`config.mk`:
```
export PLATFORM = sky130hd
export DESIGN_NAME = slice_alu_flat
export DESIGN_NICKNAME = d
export VERILOG_FILES = /design/src/rtl/slice_alu_if.sv /design/src/rtl/slice_alu.sv /design/src/flat_wrapper.sv
export SDC_FILE = /design/constraint.sdc
export NUM_CORES = 1
export LEC_CHECK = 0
export BUFFER_PORTS_ARGS = -buffer_cell sky130_fd_sc_hd__buf_4
export CAP_MARGIN = 20
export CORE_ASPECT_RATIO = 0.7
export CORE_MARGIN = 1.5
export CORE_UTILIZATION = 50
export CTS_CLUSTER_DIAMETER = 30
export DETAILED_ROUTE_END_ITERATION = 10
export HOLD_SLACK_MARGIN = 0.1
export PLACE_DENSITY = 0.78
export SLEW_MARGIN = 5
export SYNTH_ARGS = -nofsm -noshare
export SYNTH_HDL_FRONTEND = slang
export SYNTH_SLANG_ARGS = --single-unit
export TNS_END_PERCENT = 1
```
`constraint.sdc`:
```
create_clock -name clk -period 4.9 [get_ports clk]
set_clock_uncertainty 0.2 [all_clocks]
set_input_delay 0.735 -clock clk [delete_from_list [all_inputs] [get_ports clk]]
set_output_delay 0.735 -clock clk [all_outputs]
set_load 0.05 [all_outputs]
```
`src/rtl/slice_alu_if.sv`:
```
// Request/result handshake bundle for the slice-serial ALU.
// master issues operations and takes results; slave is the ALU.
interface slice_alu_if #(
   parameter int WIDTH = 16
);
   logic             in_valid;
   logic             in_ready;
   logic [WIDTH-1:0] A;
   logic [WIDTH-1:0] B;
   logic [3:0]       S;
   logic             M;
   logic             Pin;
   logic             acc_sel;
   logic             out_valid;
   logic             out_ready;
   logic [WIDTH-1:0] R;
   logic             Pout;
   logic             zero;
   logic             eq;

   modport master (
      output in_valid, A, B, S, M, Pin, acc_sel, out_ready,
      input  in_ready, out_valid, R, Pout, zero, eq
   );

   modport slave (
      input  in_valid, A, B, S, M, Pin, acc_sel, out_ready,
      output in_ready, out_valid, R, Pout, zero, eq
   );
endinterface

```
`src/rtl/slice_alu.sv`:
```
// Slice-serial ALU: one 4-bit slice per cycle, LSB first.
// Result and flags change only when an operation completes.
module slice_alu #(
   parameter int WIDTH = 16
) (
   input logic        clk,
   input logic        rst,
   slice_alu_if.slave bus
);
   localparam int NSLICE = WIDTH / 4;
   localparam int CW     = $clog2(NSLICE + 1);

   typedef enum logic [1:0] {IDLE, RUN, DONE} state_t;

   state_t           state, nxt;
   logic [WIDTH-1:0] a_q, b_q, res_q, r_q;
   logic [WIDTH-1:0] a_in, res_nx;
   logic [3:0]       s_q;
   logic             m_q, cy_q, eq_l;
   logic             pout_q, zero_q, eq_q;
   logic [CW-1:0]    cnt;
   logic             last;
   logic [3:0]       xa, xb, x, y, sl;
   logic [4:0]       sum;
   logic             co;

   assign a_in = bus.acc_sel ? r_q : bus.A;
   assign last = (cnt == CW'(NSLICE - 1));

   always_comb begin
      xa  = a_q[3:0];
      xb  = b_q[3:0];
      x   = '0;
      y   = '0;
      sum = '0;
      sl  = '0;
      co  = 1'b0;
      if (m_q) begin
         unique case (s_q)
            4'h0: sl = ~xa;
            4'h1: sl = ~(xa | xb);
            4'h2: sl = ~xa & xb;
            4'h3: sl = 4'h0;
            4'h4: sl = ~(xa & xb);
            4'h5: sl = ~xb;
            4'h6: sl = xa ^ xb;
            4'h7: sl = xa & ~xb;
            4'h8: sl = ~xa | xb;
            4'h9: sl = ~(xa ^ xb);
            4'hA: sl = xb;
            4'hB: sl = xa & xb;
            4'hC: sl = 4'hF;
            4'hD: sl = xa | ~xb;
            4'hE: sl = xa | xb;
            4'hF: sl = xa;
         endcase
      end else begin
         unique case (s_q)
            4'h0: begin x = xa;        y = 4'h0;      end
            4'h1: begin x = xa | xb;   y = 4'h0;      end
            4'h2: begin x = xa | ~xb;  y = 4'h0;      end
            4'h3: begin x = 4'hF;      y = 4'h0;      end
            4'h4: begin x = xa;        y = xa & ~xb;  end
            4'h5: begin x = xa | xb;   y = xa & ~xb;  end
            4'h6: begin x = xa;        y = ~xb;       end
            4'h7: begin x = xa & ~xb;  y = 4'hF;      end
            4'h8: begin x = xa;        y = xa & xb;   end
            4'h9: begin x = xa;        y = xb;        end
            4'hA: begin x = xa | ~xb;  y = xa & xb;   end
            4'hB: begin x = xa & xb;   y = 4'hF;      end
            4'hC: begin x = xa;        y = xa;        end
            4'hD: begin x = xa | xb;   y = xa;        end
            4'hE: begin x = xa | ~xb;  y = xa;        end
            4'hF: begin x = xa;        y = 4'hF;      end
         endcase
         sum = {1'b0, x} + {1'b0, y} + {4'b0, cy_q};
         sl  = sum[3:0];
         co  = sum[4];
      end
   end

   // New slice enters at the top; after NSLICE shifts the word is aligned.
   assign res_nx = (res_q >> 4) | (WIDTH'(sl) << (WIDTH - 4));

   always_ff @(posedge clk) begin
      if (rst) state <= IDLE;
      else     state <= nxt;
   end

   always_comb begin
      nxt = state;
      unique case (state)
         IDLE:    if (bus.in_valid) nxt = RUN;
         RUN:     if (last) nxt = DONE;
         DONE:    if (bus.out_ready) nxt = IDLE;
         default: nxt = IDLE;
      endcase
   end

   always_ff @(posedge clk) begin
      if (rst) begin
         a_q    <= '0;
         b_q    <= '0;
         res_q  <= '0;
         s_q    <= '0;
         m_q    <= 1'b0;
         cy_q   <= 1'b0;
         eq_l   <= 1'b0;
         cnt    <= '0;
         r_q    <= '0;
         pout_q <= 1'b0;
         zero_q <= 1'b1;
         eq_q   <= 1'b0;
      end else begin
         unique case (state)
            IDLE: begin
               if (bus.in_valid) begin
                  a_q   <= a_in;
                  b_q   <= bus.B;
                  s_q   <= bus.S;
                  m_q   <= bus.M;
                  cy_q  <= bus.Pin;
                  eq_l  <= (a_in == bus.B);
                  res_q <= '0;
                  cnt   <= '0;
               end
            end
            RUN: begin
               a_q   <= a_q >> 4;
               b_q   <= b_q >> 4;
               cy_q  <= co;
               res_q <= res_nx;
               cnt   <= cnt + 1'b1;
               if (last) begin
                  r_q    <= res_nx;
                  pout_q <= co;
                  zero_q <= (res_nx == '0);
                  eq_q   <= eq_l;
               end
            end
            default: ;
         endcase
      end
   end

   assign bus.in_ready  = (state == IDLE);
   assign bus.out_valid = (state == DONE);
   assign bus.R         = r_q;
   assign bus.Pout      = pout_q;
   assign bus.zero      = zero_q;
   assign bus.eq        = eq_q;
endmodule

```
`src/flat_wrapper.sv`:
```
// flat-port wrapper written by rule: the top's interface ports become plain ports
module slice_alu_flat 
#(
   parameter int WIDTH = 16
)
  (clk, rst, bus_in_valid, bus_A, bus_B, bus_S, bus_M, bus_Pin, bus_acc_sel, bus_out_ready, bus_in_ready, bus_out_valid, bus_R, bus_Pout, bus_zero, bus_eq);
  slice_alu_if #(.WIDTH(WIDTH)) bus_i ();
  input logic clk;
  input logic rst;
  input wire logic [$bits(bus_i.in_valid)-1:0] bus_in_valid;
  input wire logic [$bits(bus_i.A)-1:0] bus_A;
  input wire logic [$bits(bus_i.B)-1:0] bus_B;
  input wire logic [$bits(bus_i.S)-1:0] bus_S;
  input wire logic [$bits(bus_i.M)-1:0] bus_M;
  input wire logic [$bits(bus_i.Pin)-1:0] bus_Pin;
  input wire logic [$bits(bus_i.acc_sel)-1:0] bus_acc_sel;
  input wire logic [$bits(bus_i.out_ready)-1:0] bus_out_ready;
  output wire logic [$bits(bus_i.in_ready)-1:0] bus_in_ready;
  output wire logic [$bits(bus_i.out_valid)-1:0] bus_out_valid;
  output wire logic [$bits(bus_i.R)-1:0] bus_R;
  output wire logic [$bits(bus_i.Pout)-1:0] bus_Pout;
  output wire logic [$bits(bus_i.zero)-1:0] bus_zero;
  output wire logic [$bits(bus_i.eq)-1:0] bus_eq;
  assign bus_i.in_valid = bus_in_valid;
  assign bus_i.A = bus_A;
  assign bus_i.B = bus_B;
  assign bus_i.S = bus_S;
  assign bus_i.M = bus_M;
  assign bus_i.Pin = bus_Pin;
  assign bus_i.acc_sel = bus_acc_sel;
  assign bus_i.out_ready = bus_out_ready;
  assign bus_in_ready = bus_i.in_ready;
  assign bus_out_valid = bus_i.out_valid;
  assign bus_R = bus_i.R;
  assign bus_Pout = bus_i.Pout;
  assign bus_zero = bus_i.zero;
  assign bus_eq = bus_i.eq;
  slice_alu #(.WIDTH(WIDTH)) u_core (.clk(clk), .rst(rst), .bus(bus_i));
endmodule
```
==> flow_summary.ini, run 1 <==
[outcome]
outcome = finished clean

[routing]
vias = 4757
antenna_left = 0
first_pass_iters = 5
routed_wirelength_um = 14600
drc_errors = 0
routedWlPerCell_um = 19.1
drtIter0Drc = 649
via_per_inst = 6.25

[timing]
setup_ws_ns = 0.642
final-max-slew-violation-count = 0
post-route-period-util_pct = 86.9
hold_viol = 0
fin_crit_ns = 4.26
fmax_mhz = 235
worstMarginPinSlew_ns = 0.996
slew-limit-headroom_pct = 33.6
rsz0062_at_grt = no
tns_ns = 0
finalSetupViolCount = 0

[layout]
fillers = 784
layout_commonest_cell = nand2_1
most-common-layout-cells = nand2_1, dfxtp_1, buf_4
final_layout_size_suffix_gt1_share_pct = 15.4
seqCellArea_sq_um = 1500
area_delta_synth_final_pct = 16.7
antennaDiodeCount = 0
nNetsFinal = 698
multi_input_area_sq_um = 2840

[power_and_ir_drop]
p_int_uw = 1150
seq_power_share_pct = 40.7
p_leak_uw = 0.00209
clkPwrFrac_pct = 40.5
p_per_area_nw_per_um2 = 305
peakVddDrop_mv = 0.191
netSwitchingFraction_pct = 30.2
p_switching_uw = 498
combPwrFrac_pct = 18.8

[critical_path]
cp_slowest_stage_delay_ns = 0.89
critPathKind = reg -> reg
cp_max_fo = 23
crit_chain = inv_2, nand2_1, o21ai_0, a221o_1, fa_1, fa_1, xor2_1, a32o_1, a311oi_1, a31oi_1, nor4_1, a221o_1
required_ns = 4.98
end_kind = register
worst_ep_arrival_time_ns = 4.34
slowest_stage = dfxtp_1
cp-start-kind = register

[cts]
clk_pin_slew_ns = 0.06
clockBufferDepth = 2
cts_root_buffer = clkbuf_16
htreeDepth = 3
cts.sinks = 75
insertion_delay_ns = 0.34
cts_buffers = 9
cts_setup_buffers = 0
hold_buffers = 0
post_cts_resized = 0
cts_tree = built

[run]
max-cap-violations = 0

[die]
die-area_sq_um = 9860
coreArea_sq_um = 9030
io_pins = 64
die_w_um = 118
initial_core_util_pct = 51.3
die-height_um = 83.5
rows = 29

[synth]
synth.distinct_cells = 58
synth-edff-count = 0
postSynth.asyncResetShare_pct = 0
netlist_instances = 598
synth_fp_nets = 664
ys.flop_type = dfxtp_1
synth_seq_cells = 75
yosys_warnings = 0
seq_area_frac_synth_pct = 32.4
synth_area_sq_um = 4630
syn_avg_cell_area_sq_um = 7.75

[worst_hold_path]
hold_class = reg -> reg

[global_route]
grt_use_total_pct = 29.6
gr-total-overflow = 0
grt_pass1_vias = 4327
grt_pass1_wl_um = 23200
grt_max_degree = 76
antenna_found_initial = 0

[placement]
pre_cts_ws_ns = 0.718
port_buffers = 63
hpwlAfterDp_um = 10300
place_congestion = 1.02
-- final cells by class --
type                            count  share of cell area [%]
Sequential cell                    75                    27.8
Timing Repair Buffer               74                    10.3
Multi-Input combinational cell    459                    52.6
Clock inverter                      7                    1.46
Clock buffer                        9                    4.16
Inverter                           13                   0.902
Tap cell                          124                    2.87
-- final timing paths --
check,endpoint,from,cells after the start,slack [ns]
worst min-delay path,u_core.bus.eq,u_core.eq_l,2,0.26
worst max-delay path,u_core.bus.zero,u_core.s_q[3],12,0.64
worst min register to register,u_core.bus.eq,u_core.eq_l,2,0.26
worst max register to register,u_core.bus.zero,u_core.s_q[3],12,0.64
-- power by group through the flow --
stage               Combinational [uW]  Sequential, uW  Clock [uW]
global route                       338             676         703
global placement                   298             682           0
detailed placement                 302             683           0
finish                             311             672         668
CTS                                304             670         675
floorplan                          221             666           0
-- logic make-up after synthesis --
group | after synthesis | synth area share [%]
and+or+nand+nor | 245 | 24.1
AOI/OAI and AO/OA | 150 | 22.3
DFF | 75 | 32.4
buffers and inverters | 64 | 6.27
muxes | 24 | 5.21
adders and majority gates | 23 | 6.54
xor gates and xnor gates | 17 | 3.21
-- routing by layer --
layer  up-vias  share of wire (%)  global-route usage [%]
li1       2200                  -                       -
met1      2278                 45                    44.7
met5         -                  0                       0
met2       261                 43                    42.8
met4         0                1.1                    7.10
met3        18                 10                    5.87
-- per-stage QoR --
step	cell area, sq um	cells	hold WS, ns	power, uW	util (%)
finish	5410	761	0.260	1650	59.9
detailed placement	5100	745	0.246	985	56.5
floorplan	4630	598	0.232	887	-
CTS	5410	761	0.258	1650	59.9
global placement	5100	745	0.241	981	56.5
global route	5410	761	0.294	1720	59.9
-- registers in the layout, summed over array words and instances, names as in the netlist --
name and count:
u_core.a_q 16, u_core.cnt 3, u_core.eq_l 1, u_core.cy_q 1
u_core.bus.eq 1, u_core.bus.Pout 1, u_core.b_q 16, u_core.state 2
u_core.res_q 12, u_core.bus.R 16, u_core.bus.zero 1, u_core.m_q 1
u_core.s_q 4
-- synthesized netlist by cell type, drive strengths merged (3+ instances only) --
| master | n | area [sq um] |
|---|---|---|
| nor4 | 6 | 43.8 |
| nand2b | 8 | 57.6 |
| o32ai | 5 | 43.8 |
| o211ai | 3 | 22.5 |
| nor2b | 8 | 50.1 |
| a311oi | 15 | 131 |
| and3 | 3 | 18.8 |
| a2111oi | 3 | 38.8 |
| nand3b | 5 | 37.5 |
| nor3b | 5 | 42.5 |
| buf | 27 | 151 |
| a221oi | 11 | 96.3 |
| nor3 | 8 | 40.0 |
| mux2i | 23 | 230 |
| a22o | 3 | 26.3 |
| o21ai | 18 | 90.1 |
| nor2 | 60 | 225 |
| o2111ai | 5 | 43.8 |
| dfxtp | 75 | 1500 |
| ha | 21 | 263 |
| inv | 12 | 45.0 |
| xor2 | 17 | 149 |
| a31oi | 10 | 62.6 |
| a211oi | 4 | 30.0 |
| a21o | 4 | 30.0 |
| nand2 | 105 | 394 |
| a21oi | 51 | 255 |
| nand4 | 5 | 31.3 |
| nand3 | 25 | 125 |
| clkbuf | 24 | 90.1 |
| a221o | 4 | 40.0 |
-- worst max-delay path, delay by kind of cell (launching register included) --
kind	cells	cell delay, ns
buffers and inverters	1	0.21
xor gates and xnor gates	1	0.20
adders and majority gates	2	0.90
DFF	1	0.89
AOI/OAI and AO/OA	6	1.32
and+or+nand+nor	2	0.46
Power figures use the tool's default switching activity.
==> run 2: changes to the inputs <==
--- a/config.mk
+++ b/config.mk
@@ -14,6 +14,7 @@
 export DETAILED_ROUTE_END_ITERATION = 10
 export HOLD_SLACK_MARGIN = 0.1
 export PLACE_DENSITY = 0.78
+export RECOVER_POWER = 25
 export SLEW_MARGIN = 5
 export SYNTH_ARGS = -nofsm -noshare
 export SYNTH_HDL_FRONTEND = slang
==> constraint.sdc (replaced) <==
create_clock -name clk -period 4.9 [get_ports clk]
set_clock_uncertainty 0.2 [all_clocks]
set_input_delay 0 -clock clk [delete_from_list [all_inputs] [get_ports clk]]
set_output_delay 0 -clock clk [all_outputs]
set_load 0.05 [all_outputs]
==> run 2 against run 1 <==
Against the previous run:
- the flow now finishes with violations (max-capacitance violations, max-slew violations)
- register-to-register slack worse by 0.05 ns
- largest cell class unchanged
- first-iteration DRC count down 5.1%
- die area unchanged
- sequential power about the same
- critical path type unchanged
==> flow_summary.ini, run 2 (synthesis results as in run 1) <==
[layout]
area_delta_synth_final_pct = 28.5
nNetsFinal = 756
layout_commonest_cell = nand2_1
fillers = 730
fin_util_pct = 65.9
final_layout_size_suffix_gt1_share_pct = 10.9
design_area_sq_um = 5960
most-common-layout-cells = nand2_1, dfxtp_1, nor2_1

[cts]
insertion_delay_ns = 0.34
cts_root_buffer = clkbuf_16
clockBufferDepth = 2
cts_buffers = 9
cts_tree = built
post_cts_resized = 0
htreeDepth = 3
cts.sinks = 75
cts_setup_buffers = 0
hold_buffers = 58
clk_pin_slew_ns = 0.06

[die]
io_pins = 64
coreArea_sq_um = 9030
initial_core_util_pct = 51.3
die_w_um = 118
die-height_um = 83.5
die-area_sq_um = 9860
rows = 29

[global_route]
antenna_found_initial = 1
gr-total-overflow = 0
grt_pass1_vias = 4637
grt_use_total_pct = 31.9
grt_pass1_wl_um = 24900
grt_max_degree = 76

[timing]
slew-limit-headroom_pct = -80.3
hold_viol = 0
worstMarginPinSlew_ns = 2.70
fmax_mhz = 232
holdWs_ns = 0.144
post-route-period-util_pct = 88.0
final-max-slew-violation-count = 57
fin_crit_ns = 4.31
tns_ns = 0
finalSetupViolCount = 0
rsz0062_at_grt = no

[placement]
dpl_cell_area_sq_um = 5100
hpwlAfterDp_um = 10200
port_buffers = 63
place_congestion = 1.00

[power_and_ir_drop]
peakVddDrop_mv = 0.172
p_leak_uw = 0.00232
netSwitchingFraction_pct = 27.9
p_per_area_nw_per_um2 = 302
p_switching_uw = 503
p_int_uw = 1300
clkPwrFrac_pct = 43.0
seq_power_share_pct = 37.3
combPwrFrac_pct = 19.6

[critical_path]
r2r_cells = 12
cp_slowest_stage_delay_ns = 0.90
crit_path_end = u_core.bus.zero
critPathKind = reg -> reg
required_ns = 4.98
slowest_stage = dfxtp_1
end_kind = register
cp_max_fo = 23
cp-startpoint = u_core.s_q[3]
r2r-start = u_core.s_q[3]
path_common_cell = fa_1
r2r_slack_ns = 0.59
cp-start-kind = register
worst_ep_arrival_time_ns = 4.39
crit_chain = nor2b_1, a22o_1, nand3_1, o2111ai_1, fa_1, fa_1, xor2_1, a32o_1, a311oi_1, a31oi_1, nor4_1, a221o_1
r2r-end = u_core.bus.zero

[routing]
drc_errors = 0
routedWlPerCell_um = 19.3
via_per_inst = 6.15
drtIter0Drc = 616
vias = 5039
routed_wirelength_um = 15800
antenna_left = 0
first_pass_iters = 5

[outcome]
outcome = finished, violations left
violations = max-capacitance violations, max-slew violations

[worst_hold_path]
hold_depth = 5
hold_class = in -> reg

[run]
max-cap-violations = 1
run 2: cell count changes in the layout (fill, tap and decap cells not counted), sizes merged:
cell | previous run | this run
clkinv | 4 | 2
diode | 0 | 1
inv | 12 | 13
clkbuf | 9 | 32
buf | 74 | 52
clkinvlp | 3 | 1
bufinv | 1 | 3
dlygate4sd3 | 0 | 58
run 2: power by group through the flow:
stage / Combinational [uW] / Clock [uW] / Sequential, uW
3_3_place_gp: 298 / 0 / 682
4_1_cts: 340 / 780 / 670
5_1_grt: 381 / 806 / 675
6_report: 353 / 775 / 672
3_5_place_dp: 302 / 0 / 683
2_1_floorplan: 221 / 0 / 666
run 2: worst min path at each step:
stage	from	end	slack, ns
floorplan	bus_S[2]	u_core.s_q[2]	-0.06
global placement	bus_S[1]	u_core.s_q[1]	0.05
detailed placement	bus_M	u_core.m_q	0.06
CTS	bus_in_valid	u_core.eq_l	0.13
global route	bus_in_valid	u_core.eq_l	0.16
finish	bus_in_valid	u_core.eq_l	0.14
run 2: routing by layer:
metal / track usage [%] / routed length, um
met3: 8.13 / 1670
met5: 0 / 0
met4: 11.6 / 490
met1: 45.2 / 6930
met2: 46.7 / 6720
run 2: worst max-delay path, delay by kind of cell, from the launching register on:
family	cells	cell delay, ns
xor+xnor	1	0.20
flops	1	0.90
fa+ha+maj	2	0.93
compound gates	6	1.26
simple gates	3	0.74
run 2: final cells by class:
| type | instances | area [sq um] | share of cell area, % |
|---|---|---|---|
| flip-flops and latches | 75 | 1500 | 25.2 |
| multi-input cells | 459 | 2840 | 47.8 |
| clock inverters | 6 | 111 | 1.87 |
| diodes | 1 | 2.50 | 0.0420 |
| clock buffers | 10 | 239 | 4.01 |
| inverters | 13 | 48.8 | 0.819 |
| repair buffers | 132 | 1050 | 17.7 |
| well taps | 124 | 155 | 2.61 |
run 2: per-stage QoR:
step | worst slack (ns) | power (uW) | std cells
2_1_floorplan | 1.11 | 887 | 598
3_3_place_gp | 0.893 | 980 | 745
3_5_place_dp | 0.735 | 985 | 745
4_1_cts | 0.712 | 1790 | 819
5_1_grt | 0.270 | 1860 | 820
6_report | 0.589 | 1800 | 820
